$ cat src/rtl/rally_if.sv
// Handshake bundle between the collision logic, the rally sequencer and the score display.
interface rally_if;
  logic        start;
  logic        pl1_col;
  logic        pl2_col;
  logic        gnd_col;
  logic [11:0] ball_posx;
  logic        ball_hold;
  logic        serve_side;
  logic        ovr_touch;
  logic [4:0]  score_pl1;
  logic [4:0]  score_pl2;
  logic        point_pl1;
  logic        point_pl2;
  logic        game_over;
  logic        winner;

  modport master (
    output start, pl1_col, pl2_col, gnd_col, ball_posx,
    input  ball_hold, serve_side, ovr_touch, score_pl1, score_pl2,
           point_pl1, point_pl2, game_over, winner
  );

  modport slave (
    input  start, pl1_col, pl2_col, gnd_col, ball_posx,
    output ball_hold, serve_side, ovr_touch, score_pl1, score_pl2,
           point_pl1, point_pl2, game_over, winner
  );
endinterface

$ cat src/rtl/rally_ctrl.sv
// Match-level sequencer: serve hold, touch counting with ghost window, point award,
// scorekeeping and win detection.
module rally_ctrl #(
  parameter int NET_X        = 512,
  parameter int BALL_HALF    = 32,
  parameter int MAX_TOUCH    = 3,
  parameter int WIN_SCORE    = 15,
  parameter int HOLD_CYCLES  = 65_000_000,
  parameter int GHOST_CYCLES = 16_250_000
) (
  input logic   clk,
  input logic   rst,
  rally_if.slave bus
);

  localparam int GHOST_W = $clog2(GHOST_CYCLES + 1);
  localparam int HOLD_W  = $clog2(HOLD_CYCLES + 1);
  localparam int CNT_W   = $clog2(MAX_TOUCH + 2);

  typedef enum logic [2:0] {IDLE, SERVE, RALLY, POINT, GAME_OVER} state_t;

  state_t             state, state_nxt;
  logic               pl1_col_p1, pl2_col_p1, gnd_col_p1;
  logic [GHOST_W-1:0] ghost_cnt, ghost_nxt;
  logic [HOLD_W-1:0]  hold_cnt, hold_nxt;
  logic [CNT_W-1:0]   touch_cnt, touch_nxt;
  logic               last_toucher, last_nxt;
  logic [4:0]         score1, score1_nxt, score2, score2_nxt;
  logic               serve_r, serve_nxt;
  logic               ovr_r, ovr_nxt;
  logic               pt1_r, pt1_nxt, pt2_r, pt2_nxt;
  logic               match_end, match_end_nxt;
  logic               winner_r, winner_nxt;
  logic               pl1_evt, pl2_evt, gnd_evt, touch_evt, toucher;
  logic               award, award_p2, left_side;
  logic [12:0]        ball_ctr;

  function automatic logic [4:0] sat_inc(input logic [4:0] v);
    return (v == 5'd31) ? v : v + 5'd1;
  endfunction

  function automatic logic match_done(input logic [4:0] a, input logic [4:0] b);
    logic [5:0] aw, bw;
    aw = {1'b0, a};
    bw = {1'b0, b};
    return (a == 5'd31) || (b == 5'd31) ||
           ((aw >= 6'(WIN_SCORE)) && (aw >= bw + 6'd2)) ||
           ((bw >= 6'(WIN_SCORE)) && (bw >= aw + 6'd2));
  endfunction

  // Stage p0 -> p1: rising-edge detection against the previous sample
  assign pl1_evt   = bus.pl1_col & ~pl1_col_p1;
  assign pl2_evt   = bus.pl2_col & ~pl2_col_p1;
  assign gnd_evt   = bus.gnd_col & ~gnd_col_p1;
  assign touch_evt = (pl1_evt | pl2_evt) && (ghost_cnt == '0);
  assign toucher   = ~pl1_evt;   // player 1 wins a simultaneous touch
  assign ball_ctr  = {1'b0, bus.ball_posx} + 13'(BALL_HALF);
  assign left_side = ball_ctr < 13'(NET_X);

  always_comb begin
    state_nxt     = state;
    ghost_nxt     = (ghost_cnt != '0) ? ghost_cnt - GHOST_W'(1) : ghost_cnt;
    hold_nxt      = hold_cnt;
    touch_nxt     = touch_cnt;
    last_nxt      = last_toucher;
    score1_nxt    = score1;
    score2_nxt    = score2;
    serve_nxt     = serve_r;
    ovr_nxt       = ovr_r;
    pt1_nxt       = 1'b0;
    pt2_nxt       = 1'b0;
    match_end_nxt = match_end;
    winner_nxt    = winner_r;
    award         = 1'b0;
    award_p2      = 1'b0;

    case (state)
      IDLE, GAME_OVER: begin
        if (bus.start) begin
          state_nxt     = SERVE;
          score1_nxt    = '0;
          score2_nxt    = '0;
          serve_nxt     = 1'b0;
          match_end_nxt = 1'b0;
          winner_nxt    = 1'b0;
          ovr_nxt       = 1'b0;
          touch_nxt     = '0;
          last_nxt      = 1'b0;
        end
      end
      SERVE: begin
        if (touch_evt) begin
          state_nxt = RALLY;
          touch_nxt = CNT_W'(1);
          last_nxt  = toucher;
          ghost_nxt = GHOST_W'(GHOST_CYCLES);
        end
      end
      RALLY: begin
        if (gnd_evt) begin
          award    = 1'b1;
          award_p2 = left_side;
        end else if (touch_evt) begin
          ghost_nxt = GHOST_W'(GHOST_CYCLES);
          if (toucher != last_toucher) begin
            touch_nxt = CNT_W'(1);
            last_nxt  = toucher;
          end else if (touch_cnt == CNT_W'(MAX_TOUCH)) begin
            award    = 1'b1;
            award_p2 = ~toucher;
            ovr_nxt  = 1'b1;
          end else begin
            touch_nxt = touch_cnt + CNT_W'(1);
          end
        end
      end
      POINT: begin
        if (hold_cnt <= HOLD_W'(1)) begin
          ovr_nxt = 1'b0;
          if (match_end) begin
            state_nxt  = GAME_OVER;
            winner_nxt = score2 > score1;
          end else begin
            state_nxt = SERVE;
            touch_nxt = '0;
            last_nxt  = 1'b0;
          end
        end else begin
          hold_nxt = hold_cnt - HOLD_W'(1);
        end
      end
      default: state_nxt = IDLE;
    endcase

    // Rally scoring: the point winner also takes the serve
    if (award) begin
      state_nxt = POINT;
      hold_nxt  = HOLD_W'(HOLD_CYCLES);
      if (award_p2) begin
        score2_nxt = sat_inc(score2);
        pt2_nxt    = 1'b1;
        serve_nxt  = 1'b1;
      end else begin
        score1_nxt = sat_inc(score1);
        pt1_nxt    = 1'b1;
        serve_nxt  = 1'b0;
      end
      match_end_nxt = match_done(score1_nxt, score2_nxt);
    end
  end

  // Stage p1: architectural state
  always_ff @(posedge clk) begin
    if (!rst) begin
      state        <= IDLE;
      pl1_col_p1   <= 1'b0;
      pl2_col_p1   <= 1'b0;
      gnd_col_p1   <= 1'b0;
      ghost_cnt    <= '0;
      hold_cnt     <= '0;
      touch_cnt    <= '0;
      last_toucher <= 1'b0;
      score1       <= '0;
      score2       <= '0;
      serve_r      <= 1'b0;
      ovr_r        <= 1'b0;
      pt1_r        <= 1'b0;
      pt2_r        <= 1'b0;
      match_end    <= 1'b0;
      winner_r     <= 1'b0;
    end else begin
      state        <= state_nxt;
      pl1_col_p1   <= bus.pl1_col;
      pl2_col_p1   <= bus.pl2_col;
      gnd_col_p1   <= bus.gnd_col;
      ghost_cnt    <= ghost_nxt;
      hold_cnt     <= hold_nxt;
      touch_cnt    <= touch_nxt;
      last_toucher <= last_nxt;
      score1       <= score1_nxt;
      score2       <= score2_nxt;
      serve_r      <= serve_nxt;
      ovr_r        <= ovr_nxt;
      pt1_r        <= pt1_nxt;
      pt2_r        <= pt2_nxt;
      match_end    <= match_end_nxt;
      winner_r     <= winner_nxt;
    end
  end

  assign bus.ball_hold  = (state == IDLE) || (state == SERVE) || (state == GAME_OVER);
  assign bus.game_over  = (state == GAME_OVER);
  assign bus.serve_side = serve_r;
  assign bus.ovr_touch  = ovr_r;
  assign bus.score_pl1  = score1;
  assign bus.score_pl2  = score2;
  assign bus.point_pl1  = pt1_r;
  assign bus.point_pl2  = pt2_r;
  assign bus.winner     = winner_r;

endmodule

$ cat src/flat_wrapper.sv
// flat-port wrapper written by rule: the top's interface ports become plain ports
module rally_ctrl_flat 
#(
  parameter int NET_X        = 512,
  parameter int BALL_HALF    = 32,
  parameter int MAX_TOUCH    = 3,
  parameter int WIN_SCORE    = 15,
  parameter int HOLD_CYCLES  = 65_000_000,
  parameter int GHOST_CYCLES = 16_250_000
)
  (clk, rst, bus_start, bus_pl1_col, bus_pl2_col, bus_gnd_col, bus_ball_posx, bus_ball_hold, bus_serve_side, bus_ovr_touch, bus_score_pl1, bus_score_pl2, bus_point_pl1, bus_point_pl2, bus_game_over, bus_winner);
  rally_if bus_i ();
  input logic clk;
  input logic rst;
  input wire logic [$bits(bus_i.start)-1:0] bus_start;
  input wire logic [$bits(bus_i.pl1_col)-1:0] bus_pl1_col;
  input wire logic [$bits(bus_i.pl2_col)-1:0] bus_pl2_col;
  input wire logic [$bits(bus_i.gnd_col)-1:0] bus_gnd_col;
  input wire logic [$bits(bus_i.ball_posx)-1:0] bus_ball_posx;
  output wire logic [$bits(bus_i.ball_hold)-1:0] bus_ball_hold;
  output wire logic [$bits(bus_i.serve_side)-1:0] bus_serve_side;
  output wire logic [$bits(bus_i.ovr_touch)-1:0] bus_ovr_touch;
  output wire logic [$bits(bus_i.score_pl1)-1:0] bus_score_pl1;
  output wire logic [$bits(bus_i.score_pl2)-1:0] bus_score_pl2;
  output wire logic [$bits(bus_i.point_pl1)-1:0] bus_point_pl1;
  output wire logic [$bits(bus_i.point_pl2)-1:0] bus_point_pl2;
  output wire logic [$bits(bus_i.game_over)-1:0] bus_game_over;
  output wire logic [$bits(bus_i.winner)-1:0] bus_winner;
  assign bus_i.start = bus_start;
  assign bus_i.pl1_col = bus_pl1_col;
  assign bus_i.pl2_col = bus_pl2_col;
  assign bus_i.gnd_col = bus_gnd_col;
  assign bus_i.ball_posx = bus_ball_posx;
  assign bus_ball_hold = bus_i.ball_hold;
  assign bus_serve_side = bus_i.serve_side;
  assign bus_ovr_touch = bus_i.ovr_touch;
  assign bus_score_pl1 = bus_i.score_pl1;
  assign bus_score_pl2 = bus_i.score_pl2;
  assign bus_point_pl1 = bus_i.point_pl1;
  assign bus_point_pl2 = bus_i.point_pl2;
  assign bus_game_over = bus_i.game_over;
  assign bus_winner = bus_i.winner;
  rally_ctrl #(.NET_X(NET_X), .BALL_HALF(BALL_HALF), .MAX_TOUCH(MAX_TOUCH), .WIN_SCORE(WIN_SCORE), .HOLD_CYCLES(HOLD_CYCLES), .GHOST_CYCLES(GHOST_CYCLES)) u_core (.clk(clk), .rst(rst), .bus(bus_i));
endmodule
$ cat config.mk
export PLATFORM = sky130hd
export DESIGN_NAME = rally_ctrl_flat
export DESIGN_NICKNAME = d
export VERILOG_FILES = /design/src/rtl/rally_if.sv /design/src/rtl/rally_ctrl.sv /design/src/flat_wrapper.sv
export SDC_FILE = /design/constraint.sdc
export NUM_CORES = 1
export LEC_CHECK = 0
export BUFFER_PORTS_ARGS = -buffer_cell sky130_fd_sc_hd__buf_2
export CAP_MARGIN = 20
export CORE_UTILIZATION = 24
export DETAILED_ROUTE_END_ITERATION = 8
export HOLD_SLACK_MARGIN = 0.1
export PLACE_DENSITY = 0.47
export SYNTH_ARGS = -nofsm -noshare
export SYNTH_HDL_FRONTEND = slang
export SYNTH_SLANG_ARGS = --single-unit
$ cat constraint.sdc
create_clock -name clk -period 3.15 [get_ports clk]
set_input_delay 0.4725 -clock clk [delete_from_list [all_inputs] [get_ports clk]]
set_output_delay 0.4725 -clock clk [all_outputs]
set_load 0.005 [all_outputs]
==> out/metrics.yaml, run 1 <==
dr.pass1.iters: 5
finalClockSkew_ns: 0.0141
cts-root-buf: "clkbuf_16"
final_area_um2: 5640
io_pins: 35
io_buffer_count: 29
layout_worst_path_cycle_share: 0.990
yosysWarnings: 0
arrival_ns: 3.40
dp_hpwl_um: 7910
cpPeakStageDelay_ns: 0.46
grt_max_degree: 47
crit_required_ns: 3.43
crit_family: "simple AND/OR/NAND/NOR gates"
leakage_uw: 0.00233
path_cells: "ha_4 > ha_4 > nor2b_4 > nand4_4 > o31a_1 > nand4_1 > mux2i_2 > nand2_2 > xnor2_1 > ha_1 > and2_4 > nand3_1 > nand4b_1 > or4b_4 > o211ai_2"
rsz0062_at_grt: "yes"
cts_tree: "built"
relSlewSlack: 0.390
synthesis.area_um2: 4240
layout.nets: 642
final.min_clock_period_ns: 3.12
via_count: 3882
syn_inst: 501
synth_edf_count: 0
avgRoutedWirePerCell_um: 13.1
seqCellArea_um2: 1530
path_max_fanout: 5
wirelength_um: 10900
die_area_um2: 18200
synth_top_cell_by_area: "dfxtp_1"
placed_area_um2: 5070
chipHeight_um: 135
multi_input_area_um2: 2720
cts_inserted_buffers: 9
numClockSinks: 76
reg2reg_slack_ns: 0.03
clk_latency_ns: 0.35
end_kind: "register"
synth-seq-cells: 76
async_flop_share: 0
slowest_stage: "or4b_4"
fmax_mhz: 321
post_synth_num_cell_types: 68
initial_core_util: 0.245
power_density_nw_per_um2: 681
slew_violations: 0
path_buf_inv: 0
grtUsageTotal: 0.130
via_per_inst: 4.65
die_x_um: 135
finalHoldViolations: 0
filler_cell_count: 1825
grt_pass1_vias: 3947
drtIter0Drc: 115
setup_violations: 0
status: "finished, final reports clean"
drive_gt1_frac: 0.294
drv_cap: 0
syn-num-nets: 539
ys.flop_type: "dfxtp_1"
fin_tns_setup_ns: 0
gp_congestion: 0.811
final_util: 0.326
cp-start-kind: "register"
netlist.area_leader.share: 0.358
vdd_drop_max_mv: 0.319
hold_class: "input port to register"
grt_antenna_before_repair: 0
htreeDepth: 3
ys_seq_area_frac: 0.358
cpMostUsedCell: "ha_4"
area_growth_pct: 33.0
synth_area_leaders: "dfxtp_1 36%, xnor2_1 6.6%, a21oi_1 5.9%, ha_1 5.9%, nor2_1 5.7%"
diodes: 0
clk_pin_slew_ns: 0.06
core_area_um2: 17300
antenna_left: 0
critPathKind: "register to register"
cts.path.max_buffers: 2
grt_overflow_total: 0
grt_pass1_wl_um: 18600
postCtsHoldBufs: 0
drc_errors: 0
avgSynthCellArea_um2: 8.47
worstMarginPinSlew_ns: 0.915
fp-row-count: 48
sequential cells by signal (all words and copies together), names as in the netlist, 3 cells and up:
signal	count
u_core.hold_cnt	26
u_core.ghost_cnt	24
u_core.bus.score_pl2	5
u_core.state	3
u_core.touch_cnt	3
u_core.bus.score_pl1	5
per-layer routing:
metal  vias to the layer above  global-route usage  share of wire
met5                         -                   0              0
met4                         0              0.0493          0.016
met3                        15              0.0300          0.022
met2                        43               0.223           0.48
met1                      1846               0.156           0.48
li1                       1978                   -              -
cells in the final DEF (no fill, tap or decap), types with 5 or more instances in the layout:
cell type	instances
inv_1	16
nor3_1	14
a21oi_1	48
a31oi_1	5
o21ai_0	9
buf_2	29
clkbuf_16	9
a21o_1	7
nor2_2	5
xor2_1	16
nand2b_1	6
nand3_1	14
o41ai_1	5
dfxtp_1	72
and2_1	6
ha_1	17
nor4_1	7
nor2_1	63
nand2_1	44
buf_4	76
xnor2_1	32
nand4_1	6
cells by family (layout without fill, tap and decap cells):
family | after synthesis | in the layout | synth area share
simple gates | 211 | 211 | 0.271
compound gates | 108 | 108 | 0.172
flops | 76 | 76 | 0.358
xor+xnor | 49 | 49 | 0.101
buf+inv | 34 | 142 | 0.0318
fa+ha+maj | 20 | 20 | 0.0590
mux | 3 | 3 | 0.00708
what timing repair did:
item,CTS,global route
resized for setup,22,9
hold endpoints to repair,0,0
setup endpoints to repair,1,5
pin swaps,7,3
buffers inserted,16,3
report_power, final:
group	leakage [µW]	internal, µW	switching, µW	total [µW]
logic	0.00157	775	752	1530
registers	0.000618	1110	130	1240
clock network	0.000145	640	439	1080
total	0.00233	2520	1320	3840
stage by stage:
stage	instances	total power (µW)	hold WS [ns]	setup WS (ns)
final	834	3840	0.336	0.0305
after global routing	834	4120	0.352	-0.169
after CTS	831	3830	0.327	0.00468
after detailed placement	799	2590	0.453	-0.128
after global placement	799	2560	0.445	-0.0698
after floorplan	501	2150	0.436	0.00192
synth_stat cells (2+ instances only):
cell / number
or4_4: 3
o41ai_1: 5
ha_1: 20
a31oi_1: 5
nor4_1: 7
inv_1: 18
and2_1: 7
a211oi_1: 3
a21oi_1: 50
nand2_1: 46
nand2b_1: 6
o21ai_1: 2
o21a_1: 4
or4_1: 4
dfxtp_1: 76
clkbuf_1: 13
nor2_1: 65
or3_1: 4
o21ai_0: 10
nor3_2: 2
or2_2: 3
nand4_2: 2
nor2_2: 3
nand3_1: 14
o211ai_2: 2
xnor2_1: 32
a21o_1: 7
o211ai_1: 2
nand4_1: 6
xor2_1: 17
nor3_1: 14
nor4_2: 3
and3_1: 4
mux2i_1: 3
nor3_4: 2
nor2b_1: 5
area by class of cell:
class,instances,share of cell area
Clock buffer,10,0.0424
Clock inverter,6,0.0126
Inverter,19,0.0126
Multi-Input combinational cell,391,0.481
Sequential cell,76,0.271
Tap cell,225,0.0499
Timing Repair Buffer,107,0.131
path summary, 6_finish.rpt:
path | start | endpoint | cells after the start
max | u_core.touch_cnt[0] | u_core.match_end | 15
min | bus_pl1_col | u_core.pl1_col_p1 | 2
max reg2reg | u_core.touch_cnt[0] | u_core.match_end | 15
min reg2reg | u_core.touch_cnt[2] | u_core.touch_cnt[2] | 2
Power figures use the tool's default switching activity.
==> inputs of run 2 (changes only) <==
--- a/config.mk
+++ b/config.mk
@@ -7,6 +7,7 @@
 export LEC_CHECK = 0
 export BUFFER_PORTS_ARGS = -buffer_cell sky130_fd_sc_hd__buf_2
 export CAP_MARGIN = 20
+export CORE_MARGIN = 4
 export CORE_UTILIZATION = 24
 export DETAILED_ROUTE_END_ITERATION = 8
 export HOLD_SLACK_MARGIN = 0.1
==> out/metrics.yaml, run 2 (synthesis results as in run 1) <==
drtIter0Drc: 100  # was 115
gp_congestion: 0.803  # was 0.811
cts_inserted_buffers: 9  # unchanged
final_cell_mix: "72 x dfxtp_1, 66 x buf_4, 65 x nor2_1"  # was 76 x buf_4, 72 x dfxtp_1, 63 x nor2_1
hold_class: "input port to register"  # unchanged
placed_area_um2: 5060  # was 5070 µm²
core_area_um2: 17300  # unchanged
rsz0062_at_grt: "yes"  # unchanged
arrival_ns: 3.42  # was 3.40 ns
area_growth_pct: 31.0  # was 33.0%
htreeDepth: 3  # unchanged
cts.path.max_buffers: 2  # unchanged
clk_pin_slew_ns: 0.06  # about the same
seqCellArea_um2: 1530  # unchanged
grt_max_degree: 34  # was 47
filler_cell_count: 1842  # was 1825
chipHeight_um: 141  # was 135 µm
reg_top3: "u_core.hold_cnt: 26 flops, u_core.ghost_cnt: 24 flops"  # unchanged
drc_errors: 0  # unchanged
wirelength_um: 10900  # about the same
die_area_um2: 19900  # was 18200 µm²
diodes: 0  # unchanged
initial_core_util: 0.245  # unchanged
grt_overflow_total: 0  # unchanged
critPathKind: "register to register"  # unchanged
grt_pass1_vias: 3822  # was 3947
final_area_um2: 5560  # was 5640 µm²
vdd_drop_max_mv: 0.374  # was 0.319 mV
cts_tree: "built"  # unchanged
final_util: 0.321  # was 0.326
largest_reg_flops: 26  # unchanged
leakage_uw: 0.00228  # was 0.00233 µW
via_per_inst: 4.61  # was 4.65
multi_input_area_um2: 2720  # about the same
finalClockSkew_ns: 0.0113  # was 0.0141 ns
via_count: 3792  # was 3882
drive_gt1_frac: 0.273  # was 0.294
drv_cap: 0  # unchanged
grtUsageTotal: 0.115  # was 0.130
crit_required_ns: 3.42  # was 3.43 ns
avgRoutedWirePerCell_um: 13.2  # was 13.1 µm
status: "finished, final reports clean"  # unchanged
dp_hpwl_um: 8010  # was 7910 µm
clk_latency_ns: 0.34  # was 0.35 ns
end_kind: "register"  # unchanged
grt_antenna_before_repair: 0  # unchanged
antenna_left: 0  # unchanged
die_x_um: 141  # was 135 µm
numClockSinks: 76  # unchanged
fmax_mhz: 318  # was 321 MHz
path_max_fanout: 4  # was 5
fp-row-count: 48  # unchanged
cts-root-buf: "clkbuf_16"  # unchanged
final_common_cell: "dfxtp_1"  # was buf_4
cp-start-kind: "register"  # unchanged
relSlewSlack: 0.545  # was 0.390
io_buffer_count: 29  # unchanged
largest_register: "u_core.hold_cnt"  # unchanged
grt_pass1_wl_um: 18600  # about the same
io_pins: 35  # unchanged
final.min_clock_period_ns: 3.14  # was 3.12 ns
dr.pass1.iters: 4  # was 5
slew_violations: 0  # unchanged
layout.nets: 632  # was 642
setup_violations: 0  # unchanged
finalHoldViolations: 0  # unchanged
worstMarginPinSlew_ns: 0.681  # was 0.915 ns
layout_worst_path_cycle_share: 0.997  # was 0.990
power_density_nw_per_um2: 672  # was 681 nW/µm²
## run 2: layout make-up
class	instances	area share
Timing Repair Buffer	97	0.119
Inverter	19	0.0128
Clock inverter	6	0.0119
Clock buffer	9	0.0405
Multi-Input combinational cell	391	0.490
Tap cell	225	0.0507
Sequential cell	76	0.275
## run 2: what timing repair did
item                       CTS  global route
resized for setup           18            10
hold buffers                 0             0
setup endpoints to repair    1             1
setup buffers                4             6
cloned                       0             0
pin swaps                    9             5
## run 2: routing by layer
metal  vias to the layer above  routed length (µm)  global-route usage
met4                         0                 125              0.0326
met5                         -                   0                   0
met1                      1765                5100               0.144
li1                       1958                   -                   -
met3                        15                 314              0.0292
met2                        54                5340               0.195
## run 2: critical path, stage by stage, from the launching register on
cell and delay (ns):
dfxtp_2 0.35, ha_4 0.15, ha_4 0.14, nor2b_4 0.15, nand4_4 0.14, o31a_1 0.37, nand4_1 0.13, mux2i_2 0.29
nand2_2 0.10, xnor2_1 0.13, ha_1 0.29, and2_4 0.14, nand3_1 0.07, nand4b_1 0.10, or4b_4 0.46, o211ai_2 0.07
## run 2: path summary, 6_finish.rpt
| check | cells past startpoint | slack (ns) | start | to |
|---|---|---|---|---|
| hold / removal | 2 | 0.34 | bus_pl1_col | u_core.pl1_col_p1 |
| setup / recovery | 15 | 0.008 | u_core.touch_cnt[0] | u_core.match_end |
| setup reg to reg | 15 | 0.008 | u_core.touch_cnt[0] | u_core.match_end |
| hold reg to reg | 2 | 0.46 | u_core.touch_cnt[2] | u_core.touch_cnt[2] |
## run 2: where the power goes
group | internal (µW) | switching, µW
registers | 1110 | 136
clock network | 608 | 421
logic | 699 | 760
total | 2420 | 1320
## run 2: per-stage QoR
step | setup slack [ns] | power, µW | hold slack, ns | cells | setup TNS [ns]
2_1_floorplan | 0.00192 | 2150 | 0.436 | 501 | 0
3_3_place_gp | -0.107 | 2560 | 0.447 | 798 | -0.107
3_5_place_dp | -0.116 | 2600 | 0.453 | 798 | -0.116
4_1_cts | -0.0627 | 3750 | 0.332 | 817 | -0.0627
5_1_grt | -0.159 | 4010 | 0.347 | 823 | -0.159
6_report | 0.00850 | 3730 | 0.343 | 823 | 0
==> inputs of run 3 (changes only) <==
--- a/config.mk
+++ b/config.mk
@@ -7,11 +7,10 @@
 export LEC_CHECK = 0
 export BUFFER_PORTS_ARGS = -buffer_cell sky130_fd_sc_hd__buf_2
 export CAP_MARGIN = 20
-export CORE_MARGIN = 4
 export CORE_UTILIZATION = 24
 export DETAILED_ROUTE_END_ITERATION = 8
 export HOLD_SLACK_MARGIN = 0.1
-export PLACE_DENSITY = 0.47
+export PLACE_DENSITY = 0.46
 export SYNTH_ARGS = -nofsm -noshare
 export SYNTH_HDL_FRONTEND = slang
 export SYNTH_SLANG_ARGS = --single-unit
==> out/metrics.yaml, run 3 (synthesis results as in run 1) <==
worstMarginPinSlew_ns: 0.932  # was 0.681 ns
layout.nets: 627  # was 632
violations: "negative setup slack"
setup_violations: 1  # was 0
arrival_ns: 3.49  # was 3.42 ns
grt_pass1_wl_um: 18600  # about the same
finalClockSkew_ns: 0.0126  # was 0.0113 ns
end_kind: "register"  # unchanged
cp.depth: 15  # unchanged
crit_family: "simple AND/OR/NAND/NOR gates"  # unchanged
grt_overflow_total: 0  # unchanged
dp_hpwl_um: 7900  # was 8010 µm
vdd_drop_max_mv: 0.424  # was 0.374 mV
share_comb_of_total_power: 0.374  # was 0.391
r2r_cells: 15  # unchanged
filler_cell_count: 1834  # was 1842
cpMostUsedCell: "ha_1"  # was ha_4
met3_usage: 0.0323  # was 0.0292
grt-busiest-layer: "met2"  # unchanged
via_count: 3829  # was 3792
area_growth_pct: 29.3  # was 31.0%
clk_pin_slew_ns: 0.06  # about the same
chipHeight_um: 135  # was 141 µm
layout_worst_path_cycle_share: 1.02  # was 0.997
htreeDepth: 3  # unchanged
final_util: 0.317  # was 0.321
fin_ws_ns: -0.0683  # was 0.00850 ns
path_buf_inv: 0  # unchanged
grt_antenna_before_repair: 0  # unchanged
antenna_left: 0  # unchanged
diodes: 0  # unchanged
cp-start-kind: "register"  # unchanged
final_common_cell: "dfxtp_1"  # unchanged
cts.path.max_buffers: 2  # unchanged
io_buffer_count: 29  # unchanged
power.clock.fraction: 0.290  # was 0.276
dr.pass1.iters: 4  # unchanged
core_area_um2: 17300  # unchanged
path_cells: "ha_1 > ha_2 > nor2b_4 > nand4_4 > o31a_1 > a21o_1 > a21oi_4 > nand2_2 > xnor2_1 > ha_1 > and2_4 > nand3_1 > nand4b_1 > or4b_4 > o211ai_2"  # was ha_4 > ha_4 > nor2b_4 > nand4_4 > o31a_1 > nand4_1 > mux2i_2 > nand2_2 > xnor2_1 > ha_1 > and2_4 > nand3_1 > nand4b_1 > or4b_4 > o211ai_2
reg_top3: "u_core.hold_cnt: 26 flops, u_core.ghost_cnt: 24 flops"  # unchanged
grt_util_met1: 0.161  # was 0.144
crit_required_ns: 3.42  # about the same
gp_congestion: 0.816  # was 0.803
path_max_fanout: 4  # unchanged
final_cell_mix: "73 x dfxtp_1, 64 x nor2_1, 61 x buf_4"  # was 72 x dfxtp_1, 66 x buf_4, 65 x nor2_1
clk_latency_ns: 0.35  # was 0.34 ns
seqPwrFrac: 0.336  # was 0.333
rsz0062_at_grt: "yes"  # unchanged
fp-row-count: 48  # unchanged
use_met2: 0.218  # was 0.195
drv_cap: 0  # unchanged
sw_frac_of_total: 0.343  # was 0.353
slew_violations: 0  # unchanged
via_per_inst: 4.68  # was 4.61
holdPathStages: 2  # unchanged
p_int_uw: 2420  # about the same
numClockSinks: 76  # unchanged
wirelength_um: 10900  # about the same
cts_tree: "built"  # unchanged
drive_gt1_frac: 0.268  # was 0.273
slowest_stage: "or4b_4"  # unchanged
io_pins: 35  # unchanged
status: "complete, but fails checks"  # was finished, final reports clean
grtUsageTotal: 0.130  # was 0.115
fin_tns_setup_ns: -0.0683  # was 0 ns
final.min_clock_period_ns: 3.22  # was 3.14 ns
avgRoutedWirePerCell_um: 13.4  # was 13.2 µm
die_x_um: 135  # was 141 µm
largest_register: "u_core.hold_cnt"  # unchanged
fmax_mhz: 311  # was 318 MHz
grt_pass1_vias: 3862  # was 3822
die_area_um2: 18200  # was 19900 µm²
drtIter0Drc: 181  # was 100
power.switching_uw: 1270  # was 1320 µW
hold_class: "input port to register"  # unchanged
leakage_uw: 0.00226  # was 0.00228 µW
grt_max_degree: 47  # was 34
cts-root-buf: "clkbuf_16"  # unchanged
critPathKind: "register to register"  # unchanged
initial_core_util: 0.245  # unchanged
drc_errors: 0  # unchanged
relSlewSlack: 0.378  # was 0.545
power_density_nw_per_um2: 672  # about the same
cts_inserted_buffers: 9  # unchanged
postCtsHoldBufs: 0  # unchanged
finalHoldViolations: 0  # unchanged
largest_reg_flops: 26  # unchanged
cpPeakStageDelay_ns: 0.46  # about the same
power.total_uw: 3690  # was 3730 µW
==> run 3: cell types whose count changed in the layout (fill, tap and decap cells not counted), moves of 2 or more <==
cell | before | now
buf_4 | 66 | 61
clkinvlp_4 | 3 | 1
ha_4 | 3 | 0
ha_2 | 0 | 2
clkbuf_8 | 0 | 2
==> run 3: repair_timing <==
action,CTS,global route
setup buffers,4,3
pin swaps,10,3
endpoints found under the setup margin,1,1
gates resized for setup,16,8
==> run 3: worst paths after layout <==
check | from | to | slack, ns
max | u_core.touch_cnt[0] | u_core.match_end | -0.07
min | bus_pl1_col | u_core.pl1_col_p1 | 0.34
max reg2reg | u_core.touch_cnt[0] | u_core.match_end | -0.07
min reg2reg | u_core.touch_cnt[1] | u_core.touch_cnt[1] | 0.46
==> run 3: power groups by stage <==
stage / clock, µW / combinational [µW] / sequential, µW
after floorplan: 0 / 886 / 1260
after global placement: 0 / 1300 / 1240
after detailed placement: 0 / 1330 / 1250
after CTS: 1110 / 1390 / 1240
after global routing: 1140 / 1560 / 1260
final: 1070 / 1380 / 1240
==> run 3: layer usage <==
layer / routed length [µm] / share of wire / vias to the layer above
met3: 343 / 0.031 / 16
met4: 163 / 0.015 / 0
met2: 5150 / 0.47 / 55
met5: 0 / 0 / -
met1: 5260 / 0.48 / 1811
li1: - / - / 1947
==> run 3: final cells by class <==
class	count	area, µm²	share of cell area
Sequential cell	76	1530	0.278
Clock inverter	3	46.3	0.00843
Inverter	19	71.3	0.0130
Tap cell	225	282	0.0513
Multi-Input combinational cell	391	2680	0.489
Timing Repair Buffer	92	626	0.114
Clock buffer	12	256	0.0467
==> run 3: metrics by stage <==
stage | std cells | hold WS, ns | instance area (µm²) | setup slack (ns)
after global routing | 818 | 0.333 | 5490 | -0.264
final | 818 | 0.342 | 5490 | -0.0683
after detailed placement | 796 | 0.456 | 5040 | -0.190
after CTS | 815 | 0.328 | 5430 | -0.0902
after floorplan | 501 | 0.436 | 4260 | 0.00192
after global placement | 796 | 0.447 | 5040 | -0.0770
